File: src/rtl/hs_pkg.sv
// Shared types and helpers for the multi-channel start/done handshake controller.
package hs_pkg;

    // Per-channel handshake state
    typedef enum logic [1:0] {
        HS_IDLE  = 2'd0,
        HS_START = 2'd1,
        HS_WAIT  = 2'd2,
        HS_ERR   = 2'd3
    } hs_state_t;

    // Widest vector popcount accepts; channel vectors are zero-extended to this
    localparam int POP_W = 32;

    // Number of set bits in a vector of up to POP_W bits
    function automatic int unsigned popcount(input logic [POP_W-1:0] vec);
        int unsigned n;
        n = 0;
        for (int i = 0; i < POP_W; i++) begin
            if (vec[i]) n++;
        end
        return n;
    endfunction

endpackage

File: src/rtl/hs_rr_arbiter.sv
// Round-robin arbiter: at most one one-hot grant per cycle, searching from the
// channel after the last grantee. The pointer only moves when a grant is issued.
module hs_rr_arbiter #(
    parameter int N = 4
) (
    input  logic         clk,
    input  logic         rst_l,
    input  logic [N-1:0] req,
    input  logic         en,
    output logic [N-1:0] gnt
);

    localparam int PW = (N > 1) ? $clog2(N) : 1;

    logic [PW-1:0] ptr_q;
    logic [PW-1:0] ptr_d;
    logic [PW-1:0] idx;
    logic          found;

    // Pick the first requester at or after the pointer, wrapping around
    always_comb begin
        // NOTE: every combinational output gets a default before the search loop, so no path leaves it unassigned and no latch is inferred.
        gnt   = '0;
        ptr_d = ptr_q;
        idx   = '0;
        found = 1'b0;
        for (int off = 0; off < N; off++) begin
            idx = PW'((int'(ptr_q) + off) % N);
            if (en && !found && req[idx]) begin
                found    = 1'b1;
                gnt[idx] = 1'b1;
                ptr_d    = PW'((int'(idx) + 1) % N);
            end
        end
    end

    // Pointer moves to the channel after the grantee, only when a grant happens
    always_ff @(posedge clk or negedge rst_l) begin
        // NOTE: sequential state is always updated with non-blocking assignments so every flop samples pre-edge values.
        if (!rst_l) begin
            ptr_q <= '0;
        end else if (found) begin
            ptr_q <= ptr_d;
        end
    end

endmodule

File: src/rtl/handshake_array.sv
// Multi-channel start/done handshake controller. Each channel runs an
// IDLE/START/WAIT/ERR FSM; a shared round-robin arbiter issues at most one
// grant per cycle while fewer than MAX_ACTIVE channels are busy. A channel
// stuck in WAIT for TO_CYC cycles moves to ERR until clr_err.
module handshake_array
    import hs_pkg::*;
#(
    parameter int NUM_CH     = 4,
    parameter int MAX_ACTIVE = 2,
    parameter int TO_CYC     = 200
) (
    input  logic                        clk,
    input  logic                        rst_l,
    input  logic                        enable,
    input  logic [NUM_CH-1:0]           ready,
    input  logic [NUM_CH-1:0]           done,
    input  logic                        clr_err,
    output logic [NUM_CH-1:0]           start,
    output logic [NUM_CH-1:0]           busy,
    output logic [NUM_CH-1:0]           timeout,
    output logic [$clog2(NUM_CH+1)-1:0] active_cnt
);

    // Counter must hold TO_CYC-1; keep at least one bit when timeout is disabled
    localparam int CNT_W = (TO_CYC > 0) ? $clog2(TO_CYC + 1) : 1;
    localparam int ACW   = $clog2(NUM_CH + 1);

    localparam logic [CNT_W-1:0] TO_LAST = CNT_W'((TO_CYC > 0) ? TO_CYC - 1 : 0);
    localparam logic [CNT_W-1:0] CNT_MAX = '1;
    localparam logic [ACW-1:0]   MAX_ACT = ACW'(MAX_ACTIVE);

    logic [NUM_CH-1:0] req;
    logic [NUM_CH-1:0] gnt;
    logic [NUM_CH-1:0] busy_d;
    logic [ACW-1:0]    active_q;
    logic              grant_en;

    // Admission uses the registered count, so a slot freed this cycle is
    // only reusable next cycle
    assign grant_en = enable && (active_q < MAX_ACT);

    hs_rr_arbiter #(
        .N (NUM_CH)
    ) u_arb (
        .clk   (clk),
        .rst_l (rst_l),
        .req   (req),
        .en    (grant_en),
        .gnt   (gnt)
    );

    for (genvar i = 0; i < NUM_CH; i++) begin : g_ch
        hs_state_t        state_q;
        logic [CNT_W-1:0] cnt_q;
        logic             start_q;
        logic             busy_q;
        logic             err_q;
        logic             expire;

        // Last allowed WAIT cycle reached without done
        assign expire   = (TO_CYC > 0) && (state_q == HS_WAIT) && (cnt_q == TO_LAST);
        assign req[i]   = (state_q == HS_IDLE) && ready[i];
        // Busy next cycle: freshly granted, or still busy and neither done nor expiring
        assign busy_d[i] = gnt[i] || (busy_q && !done[i] && !expire);

        // Channel FSM with registered start/busy/timeout outputs
        always_ff @(posedge clk or negedge rst_l) begin
            if (!rst_l) begin
                state_q <= HS_IDLE;
                cnt_q   <= '0;
                start_q <= 1'b0;
                busy_q  <= 1'b0;
                err_q   <= 1'b0;
            end else begin
                start_q <= 1'b0;
                busy_q  <= busy_d[i];
                case (state_q)
                    HS_IDLE: begin
                        if (gnt[i]) begin
                            state_q <= HS_START;
                            start_q <= 1'b1;
                        end
                    end
                    HS_START: begin
                        cnt_q   <= '0;
                        state_q <= done[i] ? HS_IDLE : HS_WAIT;
                    end
                    HS_WAIT: begin
                        // done has priority over an expiring timeout
                        if (done[i]) begin
                            state_q <= HS_IDLE;
                        end else if (expire) begin
                            state_q <= HS_ERR;
                            err_q   <= 1'b1;
                        end else if (cnt_q != CNT_MAX) begin
                            cnt_q <= cnt_q + 1'b1;
                        end
                    end
                    HS_ERR: begin
                        if (clr_err) begin
                            state_q <= HS_IDLE;
                            err_q   <= 1'b0;
                        end
                    end
                    default: state_q <= HS_IDLE;
                endcase
            end
        end

        assign start[i]   = start_q;
        assign busy[i]    = busy_q;
        assign timeout[i] = err_q;
    end

    // Registered busy count, taken from next-cycle busy so it tracks busy exactly
    always_ff @(posedge clk or negedge rst_l) begin
        if (!rst_l) begin
            active_q <= '0;
        end else begin
            active_q <= ACW'(popcount(POP_W'(busy_d)));
        end
    end

    assign active_cnt = active_q;

endmodule

File: config.mk
export PLATFORM = sky130hd
export DESIGN_NAME = handshake_array
export DESIGN_NICKNAME = d
export VERILOG_FILES = /design/src/rtl/hs_pkg.sv /design/src/rtl/hs_rr_arbiter.sv /design/src/rtl/handshake_array.sv
export SDC_FILE = /design/constraint.sdc
export NUM_CORES = 1
export LEC_CHECK = 0
export CAP_MARGIN = 10
export CELL_PAD_IN_SITES_DETAIL_PLACEMENT = 1
export CELL_PAD_IN_SITES_GLOBAL_PLACEMENT = 1
export CORE_MARGIN = 2
export CORE_UTILIZATION = 41
export DETAILED_ROUTE_END_ITERATION = 7
export PLACE_DENSITY_LB_ADDON = 0.1
export SYNTH_ARGS = -nofsm -noshare
export SYNTH_HDL_FRONTEND = slang
export SYNTH_SLANG_ARGS = --single-unit
File: constraint.sdc
create_clock -name clk -period 3.7 [get_ports clk]
set_input_delay 0.74 -clock clk [delete_from_list [all_inputs] [get_ports clk]]
set_output_delay 0.74 -clock clk [all_outputs]
set_load 0.05 [all_outputs]
---- After elaboration in Yosys (flattened, before gate mapping) ----
Index checks and enable logic that the tools add are counted.
word-level totals
  word-level logic and storage cells ...... 254
  output and inout port bits .............. 15
  register bits ........................... 57
  input port bits ......................... 12
operators by class
  bitwise logic cells ..................... 3
  multiplexer cells ....................... 90
  reductions and logical operators ........ 69
  $lt $le $gt $ge ......................... 9
  $add $sub $neg .......................... 13
  equal/unequal tests ..................... 48
operator list
  operator                                             count
  2-to-1 mux 8 bit                                     12
  one-hot mux 8 bit (2 select lines)                   4
  2-to-1 mux 2 bit                                     21
  != test 2 bit, second input constant                 20
  adder 8 x 1 -> 8 bit, second input constant          4
  equality test 8 bit, second input constant           4
  != test 8 bit, second input constant                 4
  one-hot mux 2 bit (4 select lines)                   4
  AND reduction 4 bit                                  8
  2-to-1 mux 1 bit                                     30
  logical AND 1 bit                                    28
  equality test 2 bit, second input constant           8
  2-to-1 mux 4 bit                                     4
  nonzero test 2 bit                                   8
  < comparator 2 x 3 -> 1 bit, second input constant   4
  != test 3 bit, second input constant                 4
  bitwise OR 4 bit                                     3
  AND reduction 3 bit                                  4
  zero test 1 bit                                      11
  2-to-1 mux 3 bit                                     3
  adder 2 x 1 -> 2 bit, second input constant          4
  binary-select mux 1 bit (select 2 bit)               4
  demux 1 bit (select 2 bit)                           4
  equality test 2 x 1 -> 1 bit, second input constant  4
  other kinds (11)                                     28

---- Logic depth before layout (Yosys ltp) ----
Gate-level depths: netlist (run 1).
  depth in word-level cells ............... 26
  mapped depth ............................ 14
  gate-level depth less buffers ........... 13

---- Modules after synthesis ----
A second synthesis (run 1) with hierarchy kept.
second synthesis, totals
  cells, all modules ...................... 385
  area total of the unflattened synthesis .. 3559.7 um2
by module, submodules not included
  module           times used  cells each  area each (um2)  sequential area each (um2)
  handshake_array  1           326         3024.2           1376.3
  hs_rr_arbiter    1           59          535.5            50.0

---- Least setup slack after synthesis (run 1) ----
Ideal clock, no wire load.
  kind .................................... input -> register
  start ................................... input ready[2]
  end ..................................... register active_q[1] (netlist: active_cnt[1])
  slack ................................... -10 ps
  path buffers ............................ 0
  data required time ...................... 3572 ps
  setup time .............................. 128 ps
  arrival time ............................ 3583 ps
  stages on the path ...................... 11
  path through ............................ or3b_1 > mux4_2 > o2111a_4 > a22o_1 > nor3b_1 > inv_1 > ha_1 > nor4_1 > a31oi_2 > ha_1 > mux2_1
between the ends
  longest elaborated chain between the ends .. 25
  elaborated cells on any way between the ends .. 40
  those cells by class .................... add/sub: 3; mux: 19; bitwise: 3; reduce/logical: 15
ends and longest elaborated chain
  element                                 RTL line                RTL
  start, declared                         handshake_array.sv:15   input logic [NUM_CH-1:0] ready,
  logical AND 1 bit (*)                   handshake_array.sv:62   assign req[i] = (state_q == HS_IDLE) && ready[i];
  binary-select mux 1 bit (select 2 bit)  hs_rr_arbiter.sv:29     if (en && !found && req[idx]) begin
  2-to-1 mux 1 bit (implied by the code)  hs_rr_arbiter.sv:29
  logical AND 1 bit                       hs_rr_arbiter.sv:29
  2-to-1 mux 1 bit                        hs_rr_arbiter.sv:29
  zero test 1 bit                         hs_rr_arbiter.sv:29
  logical AND 1 bit (2 in a row)          hs_rr_arbiter.sv:29
  2-to-1 mux 1 bit                        hs_rr_arbiter.sv:29
  [8 not listed]                          -
  logical OR 1 bit                        handshake_array.sv:64   assign busy_d[i] = gnt[i] || (busy_q && !done[i] && !expire);
  2-to-1 mux 1 bit                        hs_pkg.sv:20            if (vec[i]) n++;
  adder 1 x 1 -> 2 bit                    hs_pkg.sv:20
  2-to-1 mux 3 bit                        hs_pkg.sv:20
  adder 3 x 1 -> 3 bit                    hs_pkg.sv:20
  2-to-1 mux 3 bit                        hs_pkg.sv:20
  adder 3 x 1 -> 3 bit                    hs_pkg.sv:20
  2-to-1 mux 3 bit (*)                    hs_pkg.sv:20
  end signal, assigned                    handshake_array.sv:120  active_q <= ACW'(popcount(POP_W'(busy_d)));
  end, declared                           handshake_array.sv:35   logic [ACW-1:0] active_q;
Mark *: on every way between the ends. The rest lies on a longest branch, timed or not. The select of a mux whose other input is x is not followed.
A chain may end at the register's enable or synchronous reset.

---- Final worst setup path (run 1) ----
  start ................................... input enable
  end ..................................... register active_q[1] (netlist: active_cnt[1])
between the ends
  longest elaborated chain between the ends .. 23
  elaborated cells on any way between the ends .. 32
  those cells by class .................... add/sub: 3; mux: 11; bitwise: 3; reduce/logical: 15
ends and longest elaborated chain
  element                         RTL line               RTL
  start, declared                 handshake_array.sv:14  input logic enable,
  logical AND 1 bit (*)           handshake_array.sv:40  assign grant_en = enable && (active_q < MAX_ACT);
  logical AND 1 bit               hs_rr_arbiter.sv:29
  2-to-1 mux 1 bit                hs_rr_arbiter.sv:29
  zero test 1 bit                 hs_rr_arbiter.sv:29
  logical AND 1 bit (2 in a row)  hs_rr_arbiter.sv:29
  2-to-1 mux 1 bit                hs_rr_arbiter.sv:29
  zero test 1 bit                 hs_rr_arbiter.sv:29
  logical AND 1 bit (2 in a row)  hs_rr_arbiter.sv:29
  [5 not listed]                  -
  logical OR 1 bit                handshake_array.sv:64
  2-to-1 mux 1 bit                hs_pkg.sv:20
  adder 1 x 1 -> 2 bit            hs_pkg.sv:20
  2-to-1 mux 3 bit                hs_pkg.sv:20
  adder 3 x 1 -> 3 bit            hs_pkg.sv:20
  2-to-1 mux 3 bit                hs_pkg.sv:20
  adder 3 x 1 -> 3 bit            hs_pkg.sv:20
  2-to-1 mux 3 bit (*)            hs_pkg.sv:20
Mark *: on every way between the ends. The rest lies on a longest branch, timed or not.

==> results of run 1 <==
[synth_stat cells (all sizes together), types with 2 or more instances]
master   instances  area [sq um]
dfrtp           57          1430
nand2           42           158
nor2            32           120
a21oi           24           120
o21ai           23           115
inv             21          78.8
nand3           19          95.1
buf             17           111
ha              14           175
nand4           12          75.1
nor3            11          55.1
xor2            10          95.1
clkbuf           9          33.8
nor3b            8          60.1
nand2b           6          37.5
xnor2            6          52.6
a21o             5          37.5
and3             5          31.3
mux4             5           113
o211ai           5          37.5
o31ai            5          37.5
or3b             5          43.8
a211oi           3          22.5
a22o             3          26.3
a31oi            3          25.0
a32o             3          30.0
and2             3          18.8
nor2b            3          18.8
nor4             3          18.8
nor4b            3          26.3
or3              3          18.8
a2111oi          2          17.5
a31o             2          17.5
o2111a           2          31.3
o21a             2          15.0
o311ai           2          17.5
o31a             2          17.5
[stage by stage]
| stage | cells | util (%) | TNS, ps |
|---|---|---|---|
| final | 550 | 49.8 | 0 |
| after global routing | 550 | 49.8 | 0 |
| after CTS | 546 | 49.0 | 0 |
| after detailed placement | 532 | 46.8 | -1170 |
| after global placement | 532 | 46.8 | -779 |
| after floorplan | 397 | - | 0 |
[per-layer routing]
layer | up-vias | GRT usage, %
li1 | 1515 | -
met1 | 1565 | 27.6
met2 | 25 | 35.0
met3 | 12 | 4.32
met4 | 0 | 5.98
met5 | - | 0
[cell usage in the layout (no fill, tap or decap), types with 3 or more instances in the layout]
master,count
nand3_1,19
a21o_1,5
or3b_4,4
ha_1,13
a22o_1,3
clkbuf_8,10
a21oi_1,23
o31ai_1,5
nand2_1,42
dlymetal6s2s_1,4
xor2_1,9
xnor2_1,6
nor2_1,32
and2_1,3
dfrtp_1,57
mux4_2,5
nor3b_1,6
nor3_1,10
nor4b_1,3
nor2b_1,3
inv_1,20
o211ai_1,5
a211oi_1,3
and3_1,5
a32o_1,3
or3_1,3
nand2b_1,6
buf_4,32
o21ai_0,23
nand4_1,12
clkdlybuf4s50_1,21
[kinds of logic after synthesis]
kind of cell             count (synthesis)  synth area share, %
XOR/XNOR                                16                 4.13
multiplexers                             7                 3.75
flip-flops                              57                 39.9
AO/OA/AOI/OAI                           97                 18.5
adder cells (fa/ha/maj)                 14                 4.90
buffers and inverters                   48                 6.37
AND/OR/NAND/NOR                        158                 22.5
[final timing paths]
check	end	slack, ps	cells past startpoint
hold reg to reg	g_ch[2].err_q	500	2
min in group clk	g_ch[2].err_q	500	2
max in group asynchronous	g_ch[3].start_q	2390	2
setup reg to reg	active_cnt[1]	280	12
setup / recovery	active_cnt[1]	110	12
hold / removal	g_ch[3].cnt_q[6]	470	1
[critical path, stage by stage]
cell	delay, ps
clkdlybuf4s50_1	470
or3b_2	500
a2111oi_0	420
o2111a_4	290
a22o_1	190
nor3b_2	70
buf_4	140
buf_4	130
buf_4	120
a31oi_2	200
ha_1	260
mux2_4	270
[timing repair]
item                                    4_1_cts  5_1_grt
buffers inserted                              1        4
pin swaps                                     2        8
resized for setup                             4       13
endpoints found under the setup margin        2        1
[power groups by stage]
| stage | clock [mW] | sequential, mW | combinational (mW) |
|---|---|---|---|
| after detailed placement | 0 | 0.900 | 1.66 |
| after CTS | 0.509 | 0.890 | 1.71 |
| after global placement | 0 | 0.895 | 1.61 |
| after floorplan | 0 | 0.922 | 1.08 |
| final | 0.493 | 0.893 | 1.80 |
| after global routing | 0.541 | 0.918 | 1.97 |
[area by class of cell]
| cell class | instances | area [sq um] | area share [%] |
|---|---|---|---|
| well taps | 108 | 135 | 3.16 |
| flip-flops and latches | 57 | 1430 | 33.3 |
| clock buffers | 12 | 145 | 3.39 |
| inverters | 22 | 82.6 | 1.93 |
| multi-input cells | 292 | 1980 | 46.3 |
| clock inverters | 1 | 5.00 | 0.117 |
| repair buffers | 58 | 505 | 11.8 |
[sequential cells by signal, summed over array words and instances (netlist names)]
register / flops
u_arb.ptr_q: 2
g_ch.start_q: 4
g_ch.cnt_q: 32
g_ch.err_q: 4
active_cnt: 3
g_ch.state_q: 8
g_ch.busy_q: 4
==> summary.md, run 1 <==
| Metric | Value |
|---|---|
| Outcome | `complete, no violations` |
| Critical path required time | `3930 ps` |
| Worst Hold Slack | `470 ps` |
| Post-synth net total | `423` |
| Max Cap Viol | `0` |
| Metal2 WL | `4630 microns` |
| Clk_lat worst skew | `340 ps` |
| Post-route ant nets | `0` |
| Clock power frac | `15.5%` |
| Synth cell types | `60` |
| Worst-case clock buffer depth | `2` |
| Synth warn | `0` |
| CTS Root Buffer Type | `clkbuf_8` |
| Comb pwr share | `56.5%` |
| Met1 Wirelength | `4460 microns` |
| Seq pwr share | `28.0%` |
| Fin. Hold Viols | `0` |
| Avg Synthesized Cell Area | `9.00 sq um` |
| Starting Density | `41.6%` |
| Net Sw Power | `1.38 mW` |
| Rel. slew slack | `47.7%` |
| Setup WS post-layout | `114 ps` |
| TritonCTS clock tree | `done` |
| Die Y | `97.3 microns` |
| TritonCTS Buffers | `9` |
| Layout area overhead | `19.8%` |
| Via count | `3117` |
| Width of the die | `97.3 microns` |
| Final net count | `466` |
| Fmax | `279 MHz` |
| Switching share of power | `43.4%` |
| Cell Int Power | `1.80 mW` |
| Total power density per cell area | `744 nW/um^2` |
| Routed wl met3 | `192 microns` |
| Seq cells post-synth | `57` |
| # DRC | `0` |
| First-pass DRT Iterations | `4` |
| I/O pin total | `27` |
| Routed WL | `9420 microns` |
| CP Launch Point | `enable` |
| Total clock sinks | `57` |
| Worst vdd ir | `0.244 mV` |
| Sequential area share after synthesis | `39.9%` |
| DP Area | `4030 sq um` |
| Layout filler cell count | `1003` |
| Drt wl/cell | `17.1 microns` |
| Fin crit share | `96.9%` |
| Worst-path clk slew | `60 ps` |
| Detailed Route Iter0 Violations | `102` |
| Total global-route track usage | `20.9%` |
| Global-route wire length before repair | `16100 microns` |
| Cells after Synth | `397` |
| Critical path type | `in2reg` |
| GR Overflow Total | `0` |
| Hold Path Class | `in2async` |
| IO Port Bufs | `26` |
| Top Metal Used | `met4` |
| Nature of the critical path startpoint | `input pin` |
| Diode count | `0` |
| H-Tree Depth | `3` |
| FP Rows | `34` |
| Post-CTS Hold Buffers | `0` |
| Setup WS pre-CTS | `-600 ps` |
| Routability cong. | `0.852` |
| Core area | `8590 sq um` |
| Slew @ Worst Pin | `781 ps` |
| Total Power | `3.19 mW` |
| Worst Path Max Fanout | `4` |
| DR vias/cell | `5.67` |
| Share of layout cells above drive strength 1 | `15.2%` |
| Async SR Flop Fraction | `100%` |
| Design Area, Final | `4280 sq um` |
| Critical R2R Launch | `g_ch[1].state_q[0]` |
| Initial antenna violation count | `0` |
| Setup violators final | `0` |
| Number of global-route vias before repair | `3254` |
| DP Wirelength | `6700 microns` |
| CP endpoint kind | `flop` |
| Synthesized cell area | `3570 sq um` |
| Largest net degree at the start of global routing | `33` |
| Worst EP arrival | `3810 ps` |
| Pleak | `1.92 nW` |
| Max Slew Vio Count | `0` |
| Final Critical Period | `3590 ps` |
| Die area | `9480 sq um` |
| Post-synth EDFFs | `0` |
| Setup Skew | `8.14 ps` |
| Ys flop type | `dfrtp_1` |
| RSZ-0062 raised after global routing | `no` |
No activity file was read; power rests on OpenSTA's default activity.
==> run 2, diff against run 1 <==
--- a/config.mk
+++ b/config.mk
@@ -9,7 +9,7 @@
 export CELL_PAD_IN_SITES_DETAIL_PLACEMENT = 1
 export CELL_PAD_IN_SITES_GLOBAL_PLACEMENT = 1
 export CORE_MARGIN = 2
-export CORE_UTILIZATION = 41
+export CORE_UTILIZATION = 46
 export DETAILED_ROUTE_END_ITERATION = 7
 export PLACE_DENSITY_LB_ADDON = 0.1
 export SYNTH_ARGS = -nofsm -noshare
==> constraint.sdc (replaced) <==
create_clock -name clk -period 4.5 [get_ports clk]
set_input_delay 0.9 -clock clk [delete_from_list [all_inputs] [get_ports clk]]
set_output_delay 0.9 -clock clk [all_outputs]
set_load 0.05 [all_outputs]
==> summary.md, run 2 (synthesis gave the netlist of run 1 again) <==
| Metric | Value |
|---|---|
| Fin. Hold Viols | `0 (unchanged)` |
| Max Cap Viol | `0 (unchanged)` |
| Post-route ant nets | `0 (unchanged)` |
| Routability cong. | `0.846 (was 0.852)` |
| TritonCTS clock tree | `done (unchanged)` |
| DP Wirelength | `6440 microns (was 6700 microns)` |
| Via count | `3024 (was 3117)` |
| Commonest non-fill, non-tap cell in the layout | `dfrtp_1 (unchanged)` |
| Critical path required time | `4720 ps (was 3930 ps)` |
| Worst vdd ir | `0.237 mV (was 0.244 mV)` |
| IO Port Bufs | `26 (unchanged)` |
| Total power density per cell area | `595 nW/um^2 (was 744 nW/um^2)` |
| Switching share of power | `44.6% (was 43.4%)` |
| Largest net degree at the start of global routing | `30 (was 33)` |
| Met1 Wirelength | `4120 microns (was 4460 microns)` |
| Worst EP arrival | `4470 ps (was 3810 ps)` |
| Critical path type | `in2reg (unchanged)` |
| Placed Cells | `508 (was 532)` |
| # resized after CTS | `0 (was 4)` |
| Width of the die | `92.1 microns (was 97.3 microns)` |
| CP endpoint kind | `flop (unchanged)` |
| Routed wl met3 | `213 microns (was 192 microns)` |
| Final net count | `443 (was 466)` |
| RSZ-0062 raised after global routing | `no (unchanged)` |
| Max reg flops | `32 (unchanged)` |
| FP Rows | `32 (was 34)` |
| Total clock sinks | `57 (unchanged)` |
| Total global-route track usage | `22.9% (was 20.9%)` |
| Seq pwr share | `32.6% (was 28.0%)` |
| Share of layout cells above drive strength 1 | `8.29% (was 15.2%)` |
| Diode count | `0 (unchanged)` |
| H-Tree Depth | `3 (unchanged)` |
| Core area | `7610 sq um (was 8590 sq um)` |
| Hold Path Class | `reg2reg (was in2async)` |
| TritonCTS Buffers | `9 (unchanged)` |
| Biggest regs | `g_ch.cnt_q: 32 flops, g_ch.state_q: 8 flops (unchanged)` |
| Nature of the critical path startpoint | `input pin (unchanged)` |
| DP Area | `3880 sq um (was 4030 sq um)` |
| Slew @ Worst Pin | `777 ps (was 781 ps)` |
| Net Sw Power | `1.07 mW (was 1.38 mW)` |
| Post-CTS Hold Buffers | `0 (unchanged)` |
| Most frequent cells in the layout | `dfrtp_1, nand2_1, nor2_1 (was dfrtp_1, nand2_1, nor2_1, buf_4)` |
| First-pass DRT Iterations | `4 (unchanged)` |
| Final non-filler cell total | `524 (was 550)` |
| Max Slew Vio Count | `0 (unchanged)` |
| Worst-path clk slew | `70 ps (was 60 ps)` |
| Layout area overhead | `13.4% (was 19.8%)` |
| Setup violators final | `0 (unchanged)` |
| Starting Density | `47.0% (was 41.6%)` |
| Fmax | `236 MHz` |
| # DRC | `0 (unchanged)` |
| Global-route wire length before repair | `15200 microns (was 16100 microns)` |
| Final Critical Period | `4240 ps` |
| Clk_lat worst skew | `340 ps (about the same)` |
| Outcome | `complete, no violations (unchanged)` |
| Clock power frac | `18.2% (was 15.5%)` |
| Design Area, Final | `4050 sq um (was 4280 sq um)` |
| I/O pin total | `27 (unchanged)` |
| Top Metal Used | `met4 (unchanged)` |
| Pleak | `1.77 nW (was 1.92 nW)` |
| Cell Int Power | `1.33 mW (was 1.80 mW)` |
| Biggest register | `g_ch.cnt_q (unchanged)` |
| Setup Skew | `8.20 ps (was 8.14 ps)` |
| Number of global-route vias before repair | `3038 (was 3254)` |
| CTS Root Buffer Type | `clkbuf_8 (unchanged)` |
| Fin crit share | `94.3%` |
| Die area | `8490 sq um (was 9480 sq um)` |
| Initial antenna violation count | `0 (unchanged)` |
| Metal2 WL | `4490 microns (was 4630 microns)` |
| GR Overflow Total | `0 (unchanged)` |
| Comb pwr share | `49.2% (was 56.5%)` |
| DR vias/cell | `5.77 (was 5.67)` |
| Routed WL | `9000 microns (was 9420 microns)` |
| Rel. slew slack | `48.0% (was 47.7%)` |
| Worst Path Max Fanout | `6 (was 4)` |
| Die Y | `92.1 microns (was 97.3 microns)` |
| Drt wl/cell | `17.2 microns (was 17.1 microns)` |
| Detailed Route Iter0 Violations | `109 (was 102)` |
| Post CTS Setup Buffer Count | `0 (was 1)` |
| Worst-case clock buffer depth | `2 (unchanged)` |
==> run 2: changes by cell type in the layout (fill, tap and decap cells not counted), moves of 2 or more <==
| cell | delta |
|---|---|
| nor3b_2 | -2 |
| buf_4 | -23 |
| clkdlybuf4s50_1 | +4 |
| or3b_4 | -4 |
| or3b_1 | +4 |
| nor3b_1 | +2 |
| clkinv_2 | +2 |
| dlymetal6s2s_1 | -4 |
==> run 2: cell type report <==
cell class	instances	area (sq um)
repair buffers	35	323
flip-flops and latches	57	1430
multi-input cells	292	1920
clock buffers	13	159
well taps	102	128
clock inverters	3	15.0
fillers	906	3560
inverters	22	82.6
==> run 2: worst max-delay path, cell delays in order <==
cell and delay, ps:
clkdlybuf4s50_1 510, or3b_1 380, mux4_2 520, o2111a_4 210, a22o_1 250, nor3b_1 280
inv_1 110, ha_1 230, nor4_1 410, a31oi_2 90, ha_1 280, mux2_1 280
==> run 2: power by group through the flow <==
stage	Combinational [mW]	Clock [mW]	Sequential, mW
6_report	1.19	0.438	0.786
5_1_grt	1.32	0.470	0.807
4_1_cts	1.19	0.448	0.788
3_5_place_dp	1.18	0	0.795
3_3_place_gp	1.14	0	0.789
2_1_floorplan	0.889	0	0.758
==> run 2: through the flow <==
step           setup TNS [ps]  hold slack, ps  setup WS (ps)  total power [mW]  utilization [%]
2_1_floorplan               0             469            630              1.65                -
3_3_place_gp                0             489            178              1.93             51.0
3_5_place_dp            -7.59             498          -7.59              1.98             51.0
4_1_cts                     0             514            278              2.43             53.3
5_1_grt                     0             549           59.5              2.60             53.3
6_report                    0             508            257              2.41             53.3
==> run 2: path summary, 6_finish.rpt <==
kind                           startpoint          endpoint  slack (ps)  depth (start not counted)
setup / recovery                 ready[2]     active_cnt[1]         260                         12
hold / removal              g_ch[0].err_q     g_ch[0].err_q         510                          2
setup reg to reg           u_arb.ptr_q[1]     active_cnt[1]         680                         12
hold reg to reg             g_ch[0].err_q     g_ch[0].err_q         510                          2
max in group asynchronous           rst_l  g_ch[3].cnt_q[2]        3040                          2
min in group asynchronous           rst_l  g_ch[3].cnt_q[3]         600                          1
==> run 2: metal layers <==
metal	up-vias	GRT usage, %
met5	-	0
met4	0	9.45
met3	15	3.86
met2	37	37.7
li1	1466	-
met1	1506	30.0
